$ cat src/rtl/count_sched_pkg.sv
// Shared encodings and default sizes for the shared-counter scheduler.
package count_sched_pkg;

    localparam logic [1:0] IDLE = 2'd0;
    localparam logic [1:0] RUN  = 2'd1;
    localparam logic [1:0] DONE = 2'd2;

    localparam int DEF_NREQ = 4;
    localparam int DEF_CW   = 4;
    localparam int DEF_LW   = 4;

    function automatic int idx_width(input int n);
        return (n > 1) ? $clog2(n) : 1;
    endfunction

endpackage

$ cat src/rtl/count_scheduler_rr_pick.sv
// Combinational round-robin selector: first requester with req high,
// searching upward from the slot after last_winner, with wrap.
module rr_pick
    import count_sched_pkg::*;
#(
    parameter int NREQ = DEF_NREQ,
    parameter int IW   = idx_width(NREQ)
) (
    input  logic [NREQ-1:0] req,
    input  logic [IW-1:0]   last_winner,
    output logic            valid,
    output logic [IW-1:0]   winner
);

    int slot;

    // Walk from the farthest slot to the nearest so the nearest match wins.
    always_comb begin
        valid  = 1'b0;
        winner = '0;
        slot   = 0;
        for (int k = NREQ; k >= 1; k--) begin
            slot = int'(last_winner) + k;
            if (slot >= NREQ) slot = slot - NREQ;
            if (req[slot[IW-1:0]]) begin
                valid  = 1'b1;
                winner = IW'(slot);
            end
        end
    end

endmodule

$ cat src/rtl/count_scheduler.sv
// Round-robin scheduler sharing one wrapping counter among requesters;
// each winner gets exactly len increments followed by a done pulse.
module count_scheduler
    import count_sched_pkg::*;
#(
    parameter int NREQ = DEF_NREQ,
    parameter int CW   = DEF_CW,
    parameter int LW   = DEF_LW
) (
    input  logic               clock,
    input  logic               rst_n,
    input  logic [NREQ-1:0]    req,
    input  logic [NREQ*LW-1:0] len,
    output logic [NREQ-1:0]    gnt,
    output logic [NREQ-1:0]    done,
    output logic               enable,
    output logic [CW-1:0]      count,
    output logic               busy
);

    localparam int IW = idx_width(NREQ);

    logic [1:0]    state;
    logic [1:0]    state_next;
    logic [IW-1:0] winner;
    logic [IW-1:0] last_winner;
    logic [IW-1:0] pick_winner;
    logic          pick_valid;
    logic [LW-1:0] remaining;
    logic [LW-1:0] pick_len;

    rr_pick #(
        .NREQ(NREQ),
        .IW  (IW)
    ) u_pick (
        .req        (req),
        .last_winner(last_winner),
        .valid      (pick_valid),
        .winner     (pick_winner)
    );

    assign pick_len = len[int'(pick_winner)*LW +: LW];

    always_ff @(posedge clock) begin
        if (!rst_n) state <= IDLE;
        else        state <= state_next;
    end

    always_comb begin
        state_next = IDLE;
        case (state)
            IDLE: begin
                if (!pick_valid)         state_next = IDLE;
                else if (pick_len != '0) state_next = RUN;
                else                     state_next = DONE;
            end
            RUN:     state_next = (remaining == LW'(1)) ? DONE : RUN;
            DONE:    state_next = IDLE;
            default: state_next = IDLE;
        endcase
    end

    // Pointer resets to the last slot so requester 0 leads the first search.
    always_ff @(posedge clock) begin
        if (!rst_n) begin
            count       <= '0;
            winner      <= '0;
            remaining   <= '0;
            last_winner <= IW'(NREQ - 1);
        end else begin
            case (state)
                IDLE: begin
                    if (pick_valid) begin
                        winner    <= pick_winner;
                        remaining <= pick_len;
                    end
                end
                RUN: begin
                    count     <= count + 1'b1;
                    remaining <= remaining - 1'b1;
                end
                DONE:    last_winner <= winner;
                default: ;
            endcase
        end
    end

    always_comb begin
        gnt    = '0;
        done   = '0;
        enable = 1'b0;
        busy   = 1'b0;
        case (state)
            RUN: begin
                gnt[winner] = 1'b1;
                enable      = 1'b1;
                busy        = 1'b1;
            end
            DONE: begin
                gnt[winner]  = 1'b1;
                done[winner] = 1'b1;
                busy         = 1'b1;
            end
            default: ;
        endcase
    end

endmodule

$ cat config.mk
export PLATFORM = sky130hd
export DESIGN_NAME = count_scheduler
export DESIGN_NICKNAME = d
export VERILOG_FILES = /design/src/rtl/count_sched_pkg.sv /design/src/rtl/count_scheduler_rr_pick.sv /design/src/rtl/count_scheduler.sv
export SDC_FILE = /design/constraint.sdc
export NUM_CORES = 1
export LEC_CHECK = 0
export CAP_MARGIN = 25
export CELL_PAD_IN_SITES_DETAIL_PLACEMENT = 0
export CELL_PAD_IN_SITES_GLOBAL_PLACEMENT = 1
export CORE_AREA = 2 2 52 54
export DETAILED_ROUTE_END_ITERATION = 10
export DIE_AREA = 0 0 54 56
export DONT_BUFFER_PORTS = 1
export GPL_ROUTABILITY_DRIVEN = 0
export PLACE_DENSITY = 0.8
export SLEW_MARGIN = 20
export SYNTH_ARGS = -nofsm -noshare
export SYNTH_HDL_FRONTEND = slang
export SYNTH_SLANG_ARGS = --single-unit
$ cat constraint.sdc
create_clock -name clock -period 2.06 [get_ports clock]
set_input_delay 0.309 -clock clock [delete_from_list [all_inputs] [get_ports clock]]
set_output_delay 0.309 -clock clock [all_outputs]
set_load 0.02 [all_outputs]
==> results of run 1 <==
==> power by group through the flow <==
| stage | registers, mW | clock network (mW) | logic, mW |
|---|---|---|---|
| detailed placement | 0.437 | 0 | 0.591 |
| global route | 0.444 | 0.223 | 0.671 |
| global placement | 0.436 | 0 | 0.582 |
| floorplan | 0.410 | 0 | 0.497 |
| finish | 0.431 | 0.206 | 0.593 |
| CTS | 0.431 | 0.212 | 0.595 |
==> kinds of logic (layout without fill, tap and decap cells) <==
family,Yosys count,count (layout),synth area share
simple gates,49,49,0.247
compound gates,21,21,0.170
mux,16,16,0.158
flops,14,14,0.274
buf+inv,12,15,0.0514
fa+ha+maj,6,6,0.0734
xor+xnor,3,3,0.0257
==> worst min-delay path by stage <==
| stage | from | end | slack, ps |
|---|---|---|---|
| floorplan | rst_n | remaining[0] | 430 |
| global placement | rst_n | last_winner[1] | 390 |
| detailed placement | rst_n | last_winner[1] | 390 |
| CTS | rst_n | last_winner[1] | 80 |
| global route | rst_n | last_winner[1] | 90 |
| finish | rst_n | last_winner[1] | 90 |
==> cell type report <==
class | instances | area, um2
inverter | 7 | 26.3
tap | 30 | 37.5
timing repair buffer | 4 | 30.0
fill | 247 | 1330
multi-input combinational | 95 | 689
sequential | 14 | 280
clock buffer | 4 | 36.3
==> routing by layer <==
metal | share of wire | GRT usage | vias to the layer above
met5 | 0 | 0 | -
met2 | 0.48 | 0.244 | 39
met3 | 0.071 | 0.0511 | 2
met1 | 0.44 | 0.182 | 414
li1 | - | - | 444
met4 | 0.0099 | 0.0429 | 0
==> through the flow <==
step | instances | hold WS, ps | setup slack [ps]
2_1_floorplan | 121 | 434 | 404
3_3_place_gp | 150 | 389 | 409
3_5_place_dp | 150 | 389 | 346
4_1_cts | 154 | 82.6 | 192
5_1_grt | 154 | 86.1 | 60.0
6_report | 154 | 90.6 | 206
==> synth_stat cells <==
cell,instances
a211oi_2,1
a21boi_0,2
a21oi_1,2
a221oi_1,1
a22o_1,4
a31o_1,1
and2_1,3
and3_1,3
and3b_1,2
buf_6,1
clkbuf_1,4
dfxtp_1,14
ha_1,6
inv_1,7
mux2_2,1
mux2i_1,15
nand2_1,18
nand2b_1,3
nand3_1,2
nand4_1,2
nand4b_1,1
nor2_1,7
nor2b_1,1
nor3b_1,3
nor4_1,4
o211ai_1,2
o21a_1,1
o21ai_0,2
o22ai_1,1
o311ai_0,1
o32ai_2,1
o41a_1,1
o41ai_1,1
xnor2_1,2
xor2_1,1
==> worst reg2reg max path: cells and delay by family, from the launching register on <==
kind	cells	cell delay (ps)
compound gates	2	540
flops	1	330
mux	1	430
simple gates	2	340
==> sequential cells by signal (all words and copies together) (netlist names) <==
name,count
count,4
state,2
winner,2
last_winner,2
remaining,4
==> summary.md, run 1 <==
| Metric | Value |
|---|---|
| Status | complete, no violations |
| Core area | 0.00243 mm2 |
| Routed len/inst | 13.7 um |
| H-tree depth | 1 |
| Cts bufs inserted | 3 |
| Nets | 153 |
| Gr ovfl total | 0 |
| Hold depth | 1 |
| Comb power frac | 0.482 |
| PortBufs | 0 |
| Worst endpoint required time | 1750 ps |
| Most common cell after layout, fill and taps aside | nand2_1 |
| Netlist cell types | 35 |
| Max Freq | 539 MHz |
| Antenna viol nets, final | 0 |
| Row count | 18 |
| Number of gates resized after CTS | 0 |
| Post-layout min period | 1850 ps |
| Total global-route track usage | 0.150 |
| TNS Setup | 0 ps |
| Crit path DAT | 1540 ps |
| Starting Density | 0.420 |
| Setup crit end | gnt[0] |
| Switching portion of total power | 0.429 |
| First-pass GRT wire length | 3370 um |
| Root Driver | clkbuf_4 |
| Critical path depth in cells | 4 |
| Die W | 54 um |
| Reg2reg start | last_winner[0] |
| Core Util, Final | 0.452 |
| Hpwl dp | 1680 um |
| Maximum clock insertion buffer count | 2 |
| Die Span Y | 56 um |
| Final Max Slew Viols | 0 |
| Critical R2R Capture | state[0] |
| Synth Area per Inst | 8.45 um2 |
| Syn. warnings | 0 |
| WP buf/inv | 2 |
| Layout overhead on the synthesized area | 7.59% |
| Internal power | 0.702 mW |
| Worst R2R Setup Slack | 320 ps |
| Post-Syn Instances | 121 |
| P_sw | 0.528 mW |
| Dpl cell area | 0.00106 mm2 |
| Clock power frac | 0.168 |
| Largest delay share family, worst path | adder cells |
| Critical path class | reg2out |
| Routed wire length | 2110 um |
| Cell taking the most area after synthesis | dfxtp_1 |
| Max_cap viols | 0 |
| Num ports | 36 |
| Peak supply drop | 0.619 mV |
| Pwr Total | 1.23 mW |
| RSZ-0062 raised after global routing | no |
| Critical Path Source Type | register |
| Worst slew pin tran | 632 ps |
| CTS clock-pin slew for the worst setup and hold paths | 90 ps |
| Pleak | 0.449 nW |
| Clock latency at the later pin of the worst-skew pair | 280 ps |
| CP Max Fanout | 5 |
| Postcts setup bufs | 0 |
| Crit path largest cell delay | 440 ps |
| Period utilization | 0.900 |
| Hold Violations, Final | 0 |
| Share of post-route cells with drive strength above 1 | 0.0887 |
| Post-synth top area share | 0.274 |
| Pwr Density | 1120 mW/mm2 |
| R2R depth | 5 |
| Synth Net Count | 149 |
| CTS tree | built |
| Reg power frac | 0.350 |
| Number of global-route vias before repair | 787 |
| # DRC | 0 |
| Worst slew margin | 0.579 |
| 1st-pass router iterations | 4 |
| Hold Path Class | in2reg |
| # setup viols final | 0 |
| Via density | 5.84 |
| Critical path's slowest cell | ha_1 |
| Vias | 899 |
| Clk sinks | 14 |
| Largest net degree at the start of global routing | 16 |
| Synth area leaders | dfxtp_1 27%, mux2i_1 15%, ha_1 7.3%, nand2_1 6.6%, a22o_1 3.4% |
| Initial drt markers | 18 |
| Post-route cell area | 0.00110 mm2 |
| Crit end category | primary output |
| DIE AREA | 0.00302 mm2 |
| Commonest cells after routing, fill and taps aside | 18 x nand2_1, 15 x mux2i_1, 14 x dfxtp_1, 7 x inv_1, 7 x nor2_1 |
| Yosys reg bits | 14 |
| Initial antenna violation count | 0 |
| CTS Hold Bufs | 0 |
| CP cell instances | inv_1 -> ha_1 -> nor3b_1 -> buf_4 |
| Worst clock skew | 1.61 ps |
| Post-Syn Area | 0.00102 mm2 |
| Setup crit start | state[1] |
| Sequential area share after synthesis | 0.274 |
| ANT cells | 0 |
Power figures use the tool's default switching activity.
==> inputs of run 2 (changes only) <==
--- a/config.mk
+++ b/config.mk
@@ -9,6 +9,7 @@
 export CELL_PAD_IN_SITES_DETAIL_PLACEMENT = 0
 export CELL_PAD_IN_SITES_GLOBAL_PLACEMENT = 1
 export CORE_AREA = 2 2 52 54
+export CTS_CLUSTER_DIAMETER = 50
 export DETAILED_ROUTE_END_ITERATION = 10
 export DIE_AREA = 0 0 54 56
 export DONT_BUFFER_PORTS = 1
==> results of run 2 <==
Same layout as run 1: the final DEF is identical, and so are final timing and power.
==> inputs of run 3 (changes only) <==
==> constraint.sdc (replaced) <==
create_clock -name clock -period 2.1 [get_ports clock]
set_input_delay 0.315 -clock clock [delete_from_list [all_inputs] [get_ports clock]]
set_output_delay 0.315 -clock clock [all_outputs]
set_load 0.02 [all_outputs]
==> run 3 against run 2 <==
Compared with the run above: sequential share of layout area grew 0.32 points; power shrank 5.7%; routed wire length is essentially flat; die area is the same; flip-flop and latch count is the same; via count shrank 4.0%; count of clock-buffer cells in the layout shrank 1; critical path depth is the same.
==> summary.md, run 3 (same netlist as run 1, synthesis figures left out) <==
| Metric | Value |
|---|---|
| WP buf/inv | 2 |
| Pwr Density | 1070 mW/mm2 |
| DIE AREA | 0.00302 mm2 |
| P_sw | 0.509 mW |
| Num ports | 36 |
| PortBufs | 0 |
| Worst setup margin | 220 ps |
| Hold Violations, Final | 0 |
| Antenna viol nets, final | 0 |
| CP cell instances | inv_1 -> ha_1 -> nor3b_1 -> buf_4 |
| ANT cells | 0 |
| Share of post-route cells with drive strength above 1 | 0.0813 |
| Via density | 5.64 |
| Peak supply drop | 0.435 mV |
| WHS Endpoint | last_winner[1] |
| Maximum clock insertion buffer count | 2 |
| Number of global-route vias before repair | 827 |
| Hold Path Class | in2reg |
| # DRC | 0 |
| Routed wire length | 2110 um |
| Vias | 863 |
| Pleak | 0.442 nW |
| Max Freq | 532 MHz |
| DP Worst Slack | 276 ps |
| Postcts setup bufs | 0 |
| CP Max Fanout | 5 |
| Core Util, Final | 0.447 |
| Largest delay share family, worst path | adder cells |
| First-pass GRT wire length | 3550 um |
| CTS Hold Bufs | 0 |
| Reg2reg start | last_winner[1] |
| Number of gates resized after CTS | 0 |
| Post-layout min period | 1880 ps |
| Core area | 0.00243 mm2 |
| Commonest cells after routing, fill and taps aside | 18 x nand2_1, 15 x mux2i_1, 14 x dfxtp_1, 7 x inv_1, 7 x nor2_1 |
| Die W | 54 um |
| Critical R2R Capture | remaining[0] |
| Largest net degree at the start of global routing | 16 |
| Hold_ws | 128 ps |
| # setup viols final | 0 |
| Starting Density | 0.420 |
| Critical path's slowest cell | ha_1 |
| Cell count after placement | 150 |
| DR top layer | met4 |
| Cts bufs inserted | 3 |
| WL met3 | 130 um |
| Biggest regs | count: 4 flops, remaining: 4 flops |
| Internal power | 0.651 mW |
| Nets | 153 |
| R2R depth | 6 |
| Most common cell after layout, fill and taps aside | nand2_1 |
| Status | complete, no violations |
| Worst endpoint required time | 1780 ps |
| Gr ovfl total | 0 |
| Non-Filler Instances | 153 |
| Worst slew margin | 0.596 |
| Worst slew pin tran | 605 ps |
| Clock latency at the later pin of the worst-skew pair | 270 ps |
| Worst R2R Setup Slack | 310 ps |
| Comb power frac | 0.504 |
| Worst hold start | rst_n |
| Crit path DAT | 1560 ps |
| RSZ-0062 raised after global routing | no |
| Die Span Y | 56 um |
| Hold depth | 1 |
| Critical path class | reg2out |
| 1st-pass router iterations | 4 |
| Reg power frac | 0.368 |
| Root Driver | clkbuf_4 |
| H-tree depth | 1 |
| Fillers | 246 |
| Worst clock skew | 0.450 ps |
| CTS tree | built |
| Crit path largest cell delay | 450 ps |
| Routed len/inst | 13.8 um |
| Hpwl dp | 1720 um |
| Max_cap viols | 0 |
| CTS clock-pin slew for the worst setup and hold paths | 80 ps |
| Clk sinks | 14 |
| M1 WL | 935 um |
| Total global-route track usage | 0.157 |
| Initial antenna violation count | 0 |
| Row count | 18 |
| Critical Path Source Type | register |
| Period utilization | 0.895 |
| Routed wl met2 | 999 um |
| Switching portion of total power | 0.439 |
| TNS Setup | 0 ps |
| Final Max Slew Viols | 0 |
| Clock power frac | 0.129 |
| Layout overhead on the synthesized area | 6.24% |
| Crit end category | primary output |
| Initial drt markers | 19 |
==> run 3: metrics by stage <==
step	instance area (um2)	total power, mW
floorplan	1020	0.890
global placement	1060	1.00
detailed placement	1060	1.02
CTS	1090	1.17
global route	1090	1.27
finish	1090	1.16
==> run 3: layer usage <==
metal / GRT usage / up-vias
met5: 0 / -
met4: 0.0750 / 0
met3: 0.0403 / 5
met2: 0.251 / 25
met1: 0.190 / 392
li1: - / 441
==> run 3: layout make-up <==
cell class              instances  area, um2  area share
inverters                       7       26.3      0.0242
multi-input cells              95        689       0.635
clock buffers                   3       22.5      0.0207
well taps                      30       37.5      0.0346
flip-flops and latches         14        280       0.258
repair buffers                  4       30.0      0.0276
==> run 3: how the worst max path moves through the flow <==
stage,start,end,slack [ps],depth (start not counted)
2_1_floorplan,state[0],gnt[0],440,3
3_3_place_gp,req[0],remaining[2],340,6
3_5_place_dp,req[0],remaining[0],280,6
4_1_cts,state[1],gnt[0],200,4
5_1_grt,state[1],gnt[0],110,4
6_report,state[1],gnt[0],220,4
==> run 3: power groups by stage <==
stage / Sequential (mW) / Clock (mW) / Combinational, mW
final: 0.426 / 0.149 / 0.584
after global placement: 0.429 / 0 / 0.572
after floorplan: 0.402 / 0 / 0.488
after CTS: 0.426 / 0.151 / 0.592
after global routing: 0.439 / 0.173 / 0.660
after detailed placement: 0.433 / 0 / 0.587
==> run 3: worst register-to-register path: stages (launching register included) <==
cell and delay, ps:
dfxtp_1 400, nor3b_1 90, a211oi_2 360, buf_4 260, mux2i_1 220, mux2i_1 100, a22o_1 250
